File: config.mk
export PLATFORM = sky130hd
export DESIGN_NAME = mem_port_arbiter_flat
export DESIGN_NICKNAME = d
export VERILOG_FILES = /design/src/rtl/mem_port_arbiter_pkg.sv /design/src/rtl/mem_port_arbiter_if.sv /design/src/rtl/mem_port_arbiter_watchdog.sv /design/src/rtl/mem_port_arbiter.sv /design/src/flat_wrapper.sv
export SDC_FILE = /design/constraint.sdc
export NUM_CORES = 1
export LEC_CHECK = 0
export ABC_AREA = 1
export CORE_ASPECT_RATIO = 1.1
export CORE_MARGIN = 2
export CORE_UTILIZATION = 37
export CTS_BUF_LIST = sky130_fd_sc_hd__clkbuf_8
export DETAILED_ROUTE_END_ITERATION = 8
export HOLD_SLACK_MARGIN = 0.08
export PLACE_DENSITY = 0.95
export SKIP_CTS_REPAIR_TIMING = 1
export SLEW_MARGIN = 20
export SYNTH_ARGS = -nofsm -noshare
export SYNTH_HDL_FRONTEND = slang
export SYNTH_SLANG_ARGS = --single-unit
export TNS_END_PERCENT = 50
File: constraint.sdc
create_clock -name clk -period 4.9 [get_ports clk]
set_input_delay 0.98 -clock clk [delete_from_list [all_inputs] [get_ports clk]]
set_output_delay 0.98 -clock clk [all_outputs]
set_load 0.02 [all_outputs]
File: src/rtl/mem_port_arbiter_pkg.sv
// Shared types for the 16-bit access/ack memory bus and its two-master arbiter.
package mem_bus_pkg;

   localparam int ADDR_W = 19;
   localparam int DATA_W = 16;
   localparam int SEL_W  = 2;

   // One bus request as presented by a master (word address bits [19:1]).
   typedef struct packed {
      logic [ADDR_W:1]   addr;
      logic              wr_en;
      logic [DATA_W-1:0] data;
      logic [SEL_W-1:0]  bytesel;
   } mem_req_t;

   typedef enum logic [1:0] {
      IDLE    = 2'd0,
      GRANT_A = 2'd1,
      GRANT_B = 2'd2
   } arb_state_t;

   typedef enum logic {
      MASTER_A = 1'b0,
      MASTER_B = 1'b1
   } master_id_t;

endpackage

File: src/rtl/mem_port_arbiter_if.sv
// Access/ack memory bus. The master modport is the requester's view, the
// slave modport is the responder's view.
interface mem_bus_if;
   import mem_bus_pkg::*;

   logic              access;
   logic              ack;
   logic [ADDR_W:1]   addr;
   logic              wr_en;
   logic [DATA_W-1:0] data_in;
   logic [DATA_W-1:0] data_out;
   logic [SEL_W-1:0]  bytesel;

   modport master (output access, addr, wr_en, data_in, bytesel,
                   input  ack, data_out);
   modport slave  (input  access, addr, wr_en, data_in, bytesel,
                   output ack, data_out);
endinterface

File: src/rtl/mem_port_arbiter_watchdog.sv
// Cycle counter that flags an access which has waited TIMEOUT_CYCLES cycles.
// The first granted cycle sees a count of 0, so expiry lands in the
// TIMEOUT_CYCLES-th granted cycle.
module bus_watchdog #(
   parameter int unsigned TIMEOUT_CYCLES = 255
) (
   input  logic clk,
   input  logic reset_n,
   input  logic clear,
   input  logic enable,
   output logic expired
);

   localparam logic [15:0] LAST_COUNT = 16'(TIMEOUT_CYCLES - 1);

   logic [15:0] count;

   // Count waiting cycles of the current grant; clear takes priority.
   always_ff @(posedge clk or negedge reset_n) begin
      if (!reset_n) begin
         count <= '0;
      end else if (clear) begin
         count <= '0;
      end else if (enable) begin
         count <= count + 16'd1;
      end
   end

   assign expired = (count == LAST_COUNT);

endmodule

File: src/rtl/mem_port_arbiter.sv
// Round-robin arbiter sharing one memory slave between the instruction
// master (a) and the data master (b). A grant is held until the slave acks
// or the watchdog terminates the access with ERROR_DATA and a bus_error pulse.
module mem_port_arbiter
   import mem_bus_pkg::*;
#(
   parameter int unsigned       TIMEOUT_CYCLES = 255,
   parameter logic [DATA_W-1:0] ERROR_DATA     = 16'hffff
) (
   input  logic      clk,
   input  logic      reset_n,
   mem_bus_if.slave  a_m,
   mem_bus_if.slave  b_m,
   mem_bus_if.master s_m,
   output logic      bus_error
);

   arb_state_t state;
   master_id_t last_grant;

   logic     grant_a;
   logic     grant_b;
   logic     granted;
   logic     expired;
   logic     timeout;
   logic     done;
   logic     a_done;
   logic     b_done;
   mem_req_t req_a;
   mem_req_t req_b;
   mem_req_t req_sel;

   assign grant_a = (state == GRANT_A);
   assign grant_b = (state == GRANT_B);
   assign granted = grant_a | grant_b;

   // A slave ack in the expiry cycle wins over the timeout.
   assign timeout = granted & expired & ~s_m.ack;
   assign done    = granted & (s_m.ack | expired);
   assign a_done  = grant_a & done;
   assign b_done  = grant_b & done;

   bus_watchdog #(
      .TIMEOUT_CYCLES (TIMEOUT_CYCLES)
   ) u_watchdog (
      .clk     (clk),
      .reset_n (reset_n),
      .clear   (~granted | done),
      .enable  (granted & ~s_m.ack),
      .expired (expired)
   );

   // Arbitration FSM. The master just served never wins from its own ack
   // cycle because its access line is still high with a stale request.
   always_ff @(posedge clk or negedge reset_n) begin
      if (!reset_n) begin
         state      <= IDLE;
         last_grant <= MASTER_B;
      end else begin
         case (state)
            IDLE: begin
               if (a_m.access && (!b_m.access || last_grant == MASTER_B)) begin
                  state <= GRANT_A;
               end else if (b_m.access) begin
                  state <= GRANT_B;
               end
            end
            GRANT_A: begin
               if (done) begin
                  last_grant <= MASTER_A;
                  state      <= b_m.access ? GRANT_B : IDLE;
               end
            end
            GRANT_B: begin
               if (done) begin
                  last_grant <= MASTER_B;
                  state      <= a_m.access ? GRANT_A : IDLE;
               end
            end
            default: state <= IDLE;
         endcase
      end
   end

   assign req_a = {a_m.addr, a_m.wr_en, a_m.data_in, a_m.bytesel};
   assign req_b = {b_m.addr, b_m.wr_en, b_m.data_in, b_m.bytesel};

   // Forward the granted master's request; the slave bus is all-zero in IDLE.
   always_comb begin
      req_sel = '0;
      if (grant_a) begin
         req_sel = req_a;
      end else if (grant_b) begin
         req_sel = req_b;
      end
   end

   assign s_m.access  = granted & ~timeout;
   assign s_m.addr    = req_sel.addr;
   assign s_m.wr_en   = req_sel.wr_en;
   assign s_m.data_in = req_sel.data;
   assign s_m.bytesel = req_sel.bytesel;

   assign a_m.ack      = a_done;
   assign a_m.data_out = a_done ? (timeout ? ERROR_DATA : s_m.data_out) : '0;
   assign b_m.ack      = b_done;
   assign b_m.data_out = b_done ? (timeout ? ERROR_DATA : s_m.data_out) : '0;

   assign bus_error = timeout;

endmodule

File: src/flat_wrapper.sv
// flat-port wrapper written by rule: the top's interface ports become plain ports
module mem_port_arbiter_flat import mem_bus_pkg::*;
#(
   parameter int unsigned       TIMEOUT_CYCLES = 255,
   parameter logic [DATA_W-1:0] ERROR_DATA     = 16'hffff
)
  (clk, reset_n, bus_error, a_m_access, a_m_addr, a_m_wr_en, a_m_data_in, a_m_bytesel, a_m_ack, a_m_data_out, b_m_access, b_m_addr, b_m_wr_en, b_m_data_in, b_m_bytesel, b_m_ack, b_m_data_out, s_m_access, s_m_addr, s_m_wr_en, s_m_data_in, s_m_bytesel, s_m_ack, s_m_data_out);
  mem_bus_if a_m_i ();
  mem_bus_if b_m_i ();
  mem_bus_if s_m_i ();
  input  logic clk;
  input  logic reset_n;
  output logic bus_error;
  input wire logic [$bits(a_m_i.access)-1:0] a_m_access;
  input wire logic [$bits(a_m_i.addr)-1:0] a_m_addr;
  input wire logic [$bits(a_m_i.wr_en)-1:0] a_m_wr_en;
  input wire logic [$bits(a_m_i.data_in)-1:0] a_m_data_in;
  input wire logic [$bits(a_m_i.bytesel)-1:0] a_m_bytesel;
  output wire logic [$bits(a_m_i.ack)-1:0] a_m_ack;
  output wire logic [$bits(a_m_i.data_out)-1:0] a_m_data_out;
  input wire logic [$bits(b_m_i.access)-1:0] b_m_access;
  input wire logic [$bits(b_m_i.addr)-1:0] b_m_addr;
  input wire logic [$bits(b_m_i.wr_en)-1:0] b_m_wr_en;
  input wire logic [$bits(b_m_i.data_in)-1:0] b_m_data_in;
  input wire logic [$bits(b_m_i.bytesel)-1:0] b_m_bytesel;
  output wire logic [$bits(b_m_i.ack)-1:0] b_m_ack;
  output wire logic [$bits(b_m_i.data_out)-1:0] b_m_data_out;
  output wire logic [$bits(s_m_i.access)-1:0] s_m_access;
  output wire logic [$bits(s_m_i.addr)-1:0] s_m_addr;
  output wire logic [$bits(s_m_i.wr_en)-1:0] s_m_wr_en;
  output wire logic [$bits(s_m_i.data_in)-1:0] s_m_data_in;
  output wire logic [$bits(s_m_i.bytesel)-1:0] s_m_bytesel;
  input wire logic [$bits(s_m_i.ack)-1:0] s_m_ack;
  input wire logic [$bits(s_m_i.data_out)-1:0] s_m_data_out;
  assign a_m_i.access = a_m_access;
  assign a_m_i.addr = a_m_addr;
  assign a_m_i.wr_en = a_m_wr_en;
  assign a_m_i.data_in = a_m_data_in;
  assign a_m_i.bytesel = a_m_bytesel;
  assign a_m_ack = a_m_i.ack;
  assign a_m_data_out = a_m_i.data_out;
  assign b_m_i.access = b_m_access;
  assign b_m_i.addr = b_m_addr;
  assign b_m_i.wr_en = b_m_wr_en;
  assign b_m_i.data_in = b_m_data_in;
  assign b_m_i.bytesel = b_m_bytesel;
  assign b_m_ack = b_m_i.ack;
  assign b_m_data_out = b_m_i.data_out;
  assign s_m_access = s_m_i.access;
  assign s_m_addr = s_m_i.addr;
  assign s_m_wr_en = s_m_i.wr_en;
  assign s_m_data_in = s_m_i.data_in;
  assign s_m_bytesel = s_m_i.bytesel;
  assign s_m_i.ack = s_m_ack;
  assign s_m_i.data_out = s_m_data_out;
  mem_port_arbiter #(.TIMEOUT_CYCLES(TIMEOUT_CYCLES), .ERROR_DATA(ERROR_DATA)) u_core (.clk(clk), .reset_n(reset_n), .a_m(a_m_i), .b_m(b_m_i), .s_m(s_m_i), .bus_error(bus_error));
endmodule
# Word-level counts from Yosys, hierarchy flattened
# Index checks and enable logic that the tools add are counted.
[op_classes]
n_addsub = 1
n_eq_ne = 6
mux = 17
n_bitwise = 13
reduce_logical = 8
[ops]
columns = ["cell", "count"]
rows = [
  ["$mux W16", 5],
  ["$mux W38", 2],
  ["$add A16 B1 Y16 const B", 1],
  ["$eq A16 B8 Y1 const B", 1],
  ["$mux W2", 5],
  ["$and A1 B1 Y1", 7],
  ["$pmux W2 S3", 1],
  ["$reduce_and A3 Y1", 2],
  ["$ne A2 B2 Y1 const B", 2],
  ["$reduce_bool A2 Y1", 2],
  ["$mux W1", 3],
  ["$ne A3 B2 Y1 const B", 1],
  ["$not A1 Y1", 3],
  ["$or A1 B1 Y1", 3],
  ["$eq A2 B1 Y1 const B", 1],
  ["$eq A2 B2 Y1 const B", 1],
  ["$logic_not A2 Y1", 1],
  ["$pmux W1 S2", 1],
  ["$logic_and A1 B1 Y1", 1],
  ["$logic_not A1 Y1", 1],
  ["$logic_or A1 B1 Y1", 1],
]
[totals]
ff_bits = 19
in_bits = 97
output_inout_bits = 74

# Logic depth before layout (Yosys ltp)
[logic_depth]
ltp_word = 6
depth_mapped = 11
ltp_nobuf = 11

# Cells and area by module
# Synthesis repeated with hierarchy kept, for this count alone.
[unflattened]
hier_cells = 355
area_unflattened_um2 = 2084.5
[modules_own_cells]
columns = ["mod", "n_inst", "cells_per_inst", "area_per_inst_um2"]
rows = [
  ["mem_port_arbiter", 1, 225, 1139.8],
  ["bus_watchdog", 1, 130, 944.7],
]

# Least setup slack after synthesis
# No wires, ideal clock.
[synth_timing]
path_type = "input port to output port"
from = "input s_m_ack"
to = "output b_m_data_out[11]"
arrival_ps = 1821
required_ps = 3920
setup_slack_ps = 2099
cell_stages = 6
cell_sequence = "nor2_1 > nand3_2 > buf_6 > nand2_1 > inv_1 > nor2_1"
[synth_between]
elab_chain_cells = 4
[synth_lines]
columns = ["element", "line", "source"]
rows = [
  ["start: declaration", "flat_wrapper.sv:33", "input wire logic [$bits(s_m_i.ack)-1:0] s_m_ack;"],
  ["$or A1 B1 Y1 or $not A1 Y1 (tied branches)", "mem_port_arbiter.sv:39, mem_port_arbiter.sv:38", ""],
  ["$and A1 B1 Y1 (on tied branches)", "mem_port_arbiter.sv:39, mem_port_arbiter.sv:38", ""],
  ["$and A1 B1 Y1 or $mux W16 (tied branches)", "mem_port_arbiter.sv:41, mem_port_arbiter.sv:107", ""],
  ["$mux W16 (*)", "mem_port_arbiter.sv:107", "assign b_m.data_out = b_done ? (timeout ? ERROR_DATA : s_m.data_out) : '0;"],
  ["end: declaration", "flat_wrapper.sv:27", "output wire logic [$bits(b_m_i.data_out)-1:0] b_m_data_out;"],
]
# Every way passes the cells marked *; elsewhere a longest branch is shown, timed or not.

# Final worst setup path
[layout_timing]
from = "input s_m_ack"
to = "output b_m_data_out[6]"
# The elaborated chain is that of the path after synthesis.

==> flow_summary_export.csv <==
group,metric,value,unit
finish,register_area,477,µm²
grt,initial_antenna_violation_count,0,
detailed_routing,route.final.wire_length,8.27,mm
cts,tritoncts_clock_tree,"yes",
floorplan,rows,29,
power,total_leakage_power,1.89,nW
critical_path,worst_r2r_startpoint,"u_core.state[0]",
detailed_routing,drt_first_iter_violations,191,
power,int_pwr,681,µW
placement,dpl-instance-area,3880,µm²
yosys,postSynthAreaPerCell,5.74,µm²
critical_path,crit_start,"s_m_ack",
finish,areaGrowthSynthToFinish,82.1,%
floorplan,io_pins,171,
sta,final-max-slew-violation-count,0,
critical_path,cpMaxStageDelayCell,"sky130_fd_sc_hd__clkdlybuf4s50_1",
floorplan,fp.coreArea,5700,µm²
cts,cts-htree-levels,1,
finish,num-fill-cells,444,
yosys,synth.distinct_cells,30,
floorplan,die_h,84.1,µm
critical_path,maximum_net_fanout_on_the_critical_path,18,
finish,area_of_the_multi_input_gates,1360,µm²
placement,globalplace.congestion,0.843,
power,pwr-share-clk,0.081,
yosys,sequential_element_share_of_the_synthesized_area,0.221,
critical_path,arrival,2.86,ns
worst_hold_path,min_path_type,"flop to flop",
power,power.share.sequential,0.143,
finish,postLayoutCellArea,3930,µm²
sta,relSlewSlack,0.424,
detailed_routing,number_of_nets_with_antenna_violations_after_routing,0,
sta,totalNegativeSetupSlack,0,ns
floorplan,initial_utilization,0.379,
yosys,mappedNetlistNets,479,
sta,clock_skew,0.00373,ns
job,maxCapViolCount,0,
cts,cts_buffer_depth,2,
finish,layout-drive-gt1-share,0.0652,
detailed_routing,dr_total_vias,2955,
grt,largest_net_degree_at_the_start_of_global_routing,41,
yosys,synth.ff_latch_count,19,
sta,post-route-period-util,0.784,
power,pwr_density_cell,343,nW/µm²
power,switching_share,0.495,
detailed_routing,via_density_per_instance,4.81,
worst_hold_path,holdCritStartpoint,"u_core.last_grant",
grt,overflow_left_after_global_routing,0,
yosys,postSynthCellCount,376,
run_status,run_status,"finished, final reports clean",
sta,timing_hold_violations_final,0,
critical_path,critical_setup_path_kind,"input pin to output port",
floorplan,chipWidth,76.8,µm
sta,setup_viol,0,
cts,tritoncts_num_sinks,19,
placement,place_hpwl,6.75,mm
power,vdd_ir_drop_max,0.235,mV
detailed_routing,routedWlPerCell,13.5,µm
sta,rsz_0062_raised_after_global_routing,"no",
sta,max_clock_freq,260,MHz
grt,wire_length_of_the_first_global_routing_pass,13.4,mm
sta,post-route-min-period,3.84,ns
cts,worst_skew_pair_later_pin_latency,0.26,ns
finish,final_nets,641,
power,power_switching,668,µW
grt,grt_usage,0.253,
grt,first_global_vias,2917,
cts,cts.root.buffer_cell,"sky130_fd_sc_hd__clkbuf_8",
critical_path,crit_path_start_kind,"input pin",
critical_path,timing.critical_path.to_type,"output port",
sta,worst_slew_pin_slew,0.861,ns
power,power.combinational.fraction,0.777,
floorplan,design.die.area,6460,µm²
detailed_routing,drc,0,
critical_path,cp_peak_stage_delay,0.63,ns
cts,cts-buffers-inserted,3,
finish,antennaDiodeCount,0,
critical_path,critical_path.cell_chain,"clkdlybuf4s50_1, nor2_1, nand3_2, nand2_1, inv_1, nor2_1, clkdlybuf4s50_1",
yosys,post_synth_instance_area,2160,µm²
cts,clk_transition_reported_paths,0.07,ns
placement,portBuffers,170,
detailed_routing,drt_pass1_iterations,5,
critical_path,cp.required,3.92,ns
power,post-layout-total-power,1.35,mW
yosys,yosys_warnings,0,
[critical path: cells and delay by family]
family / cells / cell delay (ns)
buffers and inverters: 3 / 1.15
AND/OR/NAND/NOR: 4 / 0.73
[cells in the final DEF, fill, tap and decap left out, types with 6 or more instances in the layout]
cell type                           n
sky130_fd_sc_hd__nor2_4            10
sky130_fd_sc_hd__o21ai_0            6
sky130_fd_sc_hd__ha_1               6
sky130_fd_sc_hd__nor2_1            51
sky130_fd_sc_hd__nand3_1           49
sky130_fd_sc_hd__dfrtp_1           18
sky130_fd_sc_hd__inv_1             55
sky130_fd_sc_hd__clkdlybuf4s50_1  170
sky130_fd_sc_hd__a21oi_1            6
sky130_fd_sc_hd__nand2_1          130
[final timing paths]
path / to / slack, ns / cells past startpoint
hold reg to reg: u_core.last_grant / 0.50 / 2
setup / recovery: b_m_data_out[6] / 1.06 / 7
max in group asynchronous: u_core.state[1] / 3.16 / 1
min in group asynchronous: u_core.u_watchdog.count[14] / 1.21 / 1
hold / removal: u_core.last_grant / 0.50 / 2
setup reg to reg: u_core.u_watchdog.count[2] / 2.98 / 6
[cells by family after synthesis]
family                     Yosys count  synth area share
buffers and inverters               75             0.147
adders and majority gates            6            0.0348
and+or+nand+nor                    260             0.553
xor gates and xnor gates             3            0.0122
AOI/OAI and AO/OA                   13            0.0319
DFF                                 19             0.221
[synth_stat cells]
library cell,instances,share of area
sky130_fd_sc_hd__nand4_1,2,0.0058
sky130_fd_sc_hd__nand3_1,49,0.11
sky130_fd_sc_hd__nor4_1,1,0.0029
sky130_fd_sc_hd__nor2_1,51,0.089
sky130_fd_sc_hd__nor2_4,10,0.052
sky130_fd_sc_hd__a31o_2,1,0.0041
sky130_fd_sc_hd__inv_4,1,0.0029
sky130_fd_sc_hd__o21ai_0,6,0.014
sky130_fd_sc_hd__nor2_2,2,0.0058
sky130_fd_sc_hd__ha_1,6,0.035
sky130_fd_sc_hd__nand3_2,2,0.0093
sky130_fd_sc_hd__buf_6,2,0.010
sky130_fd_sc_hd__buf_1,1,0.0017
sky130_fd_sc_hd__dfstp_2,1,0.012
sky130_fd_sc_hd__nor3_1,4,0.0093
sky130_fd_sc_hd__inv_1,54,0.094
sky130_fd_sc_hd__dfrtp_1,18,0.21
sky130_fd_sc_hd__nand2_1,130,0.23
sky130_fd_sc_hd__or2_2,1,0.0029
sky130_fd_sc_hd__clkbuf_1,10,0.017
sky130_fd_sc_hd__inv_2,4,0.0070
sky130_fd_sc_hd__a21oi_1,6,0.014
sky130_fd_sc_hd__nand2_4,2,0.010
sky130_fd_sc_hd__buf_2,2,0.0046
sky130_fd_sc_hd__nor3b_1,1,0.0035
sky130_fd_sc_hd__xor2_1,3,0.012
sky130_fd_sc_hd__nor3_2,1,0.0046
sky130_fd_sc_hd__nor2_8,1,0.0093
sky130_fd_sc_hd__nand2_2,3,0.0087
sky130_fd_sc_hd__buf_12,1,0.0093
[power groups by stage]
stage	Combinational [mW]	Sequential (mW)	Clock (mW)
after floorplan	0.582	0.191	0
after global placement	1.02	0.193	0
after detailed placement	1.05	0.195	0
after CTS	1.05	0.192	0.108
after global routing	1.12	0.195	0.112
final	1.05	0.192	0.109
[per-stage QoR]
| step | hold slack (ns) | utilization | cells | setup WS, ns |
|---|---|---|---|---|
| finish | 0.505 | 0.690 | 614 | 1.06 |
| global route | 0.543 | 0.690 | 614 | 0.930 |
| detailed placement | 0.499 | 0.682 | 610 | 1.05 |
| floorplan | 0.473 | - | 376 | 2.10 |
| global placement | 0.493 | 0.682 | 610 | 1.14 |
| CTS | 0.510 | 0.690 | 614 | 1.04 |
[flip-flops by register name (all words and copies together) (netlist names)]
| name | count |
|---|---|
| u_core.state | 2 |
| u_core.last_grant | 1 |
| u_core.u_watchdog.count | 16 |
[per-layer routing]
metal / part of all wire / track usage
met5: 0 / 0
met2: 0.53 / 0.487
met1: 0.38 / 0.280
met4: 0.024 / 0.0744
met3: 0.068 / 0.0433
[area by class of cell]
| class | count | area share |
|---|---|---|
| clock buffer | 3 | 0.0105 |
| clock inverter | 1 | 0.000955 |
| multi-input combinational | 282 | 0.347 |
| timing repair buffer | 173 | 0.439 |
| sequential | 19 | 0.121 |
| inverter | 59 | 0.0570 |
| tap | 77 | 0.0245 |
No activity file was read; power rests on OpenSTA's default activity.
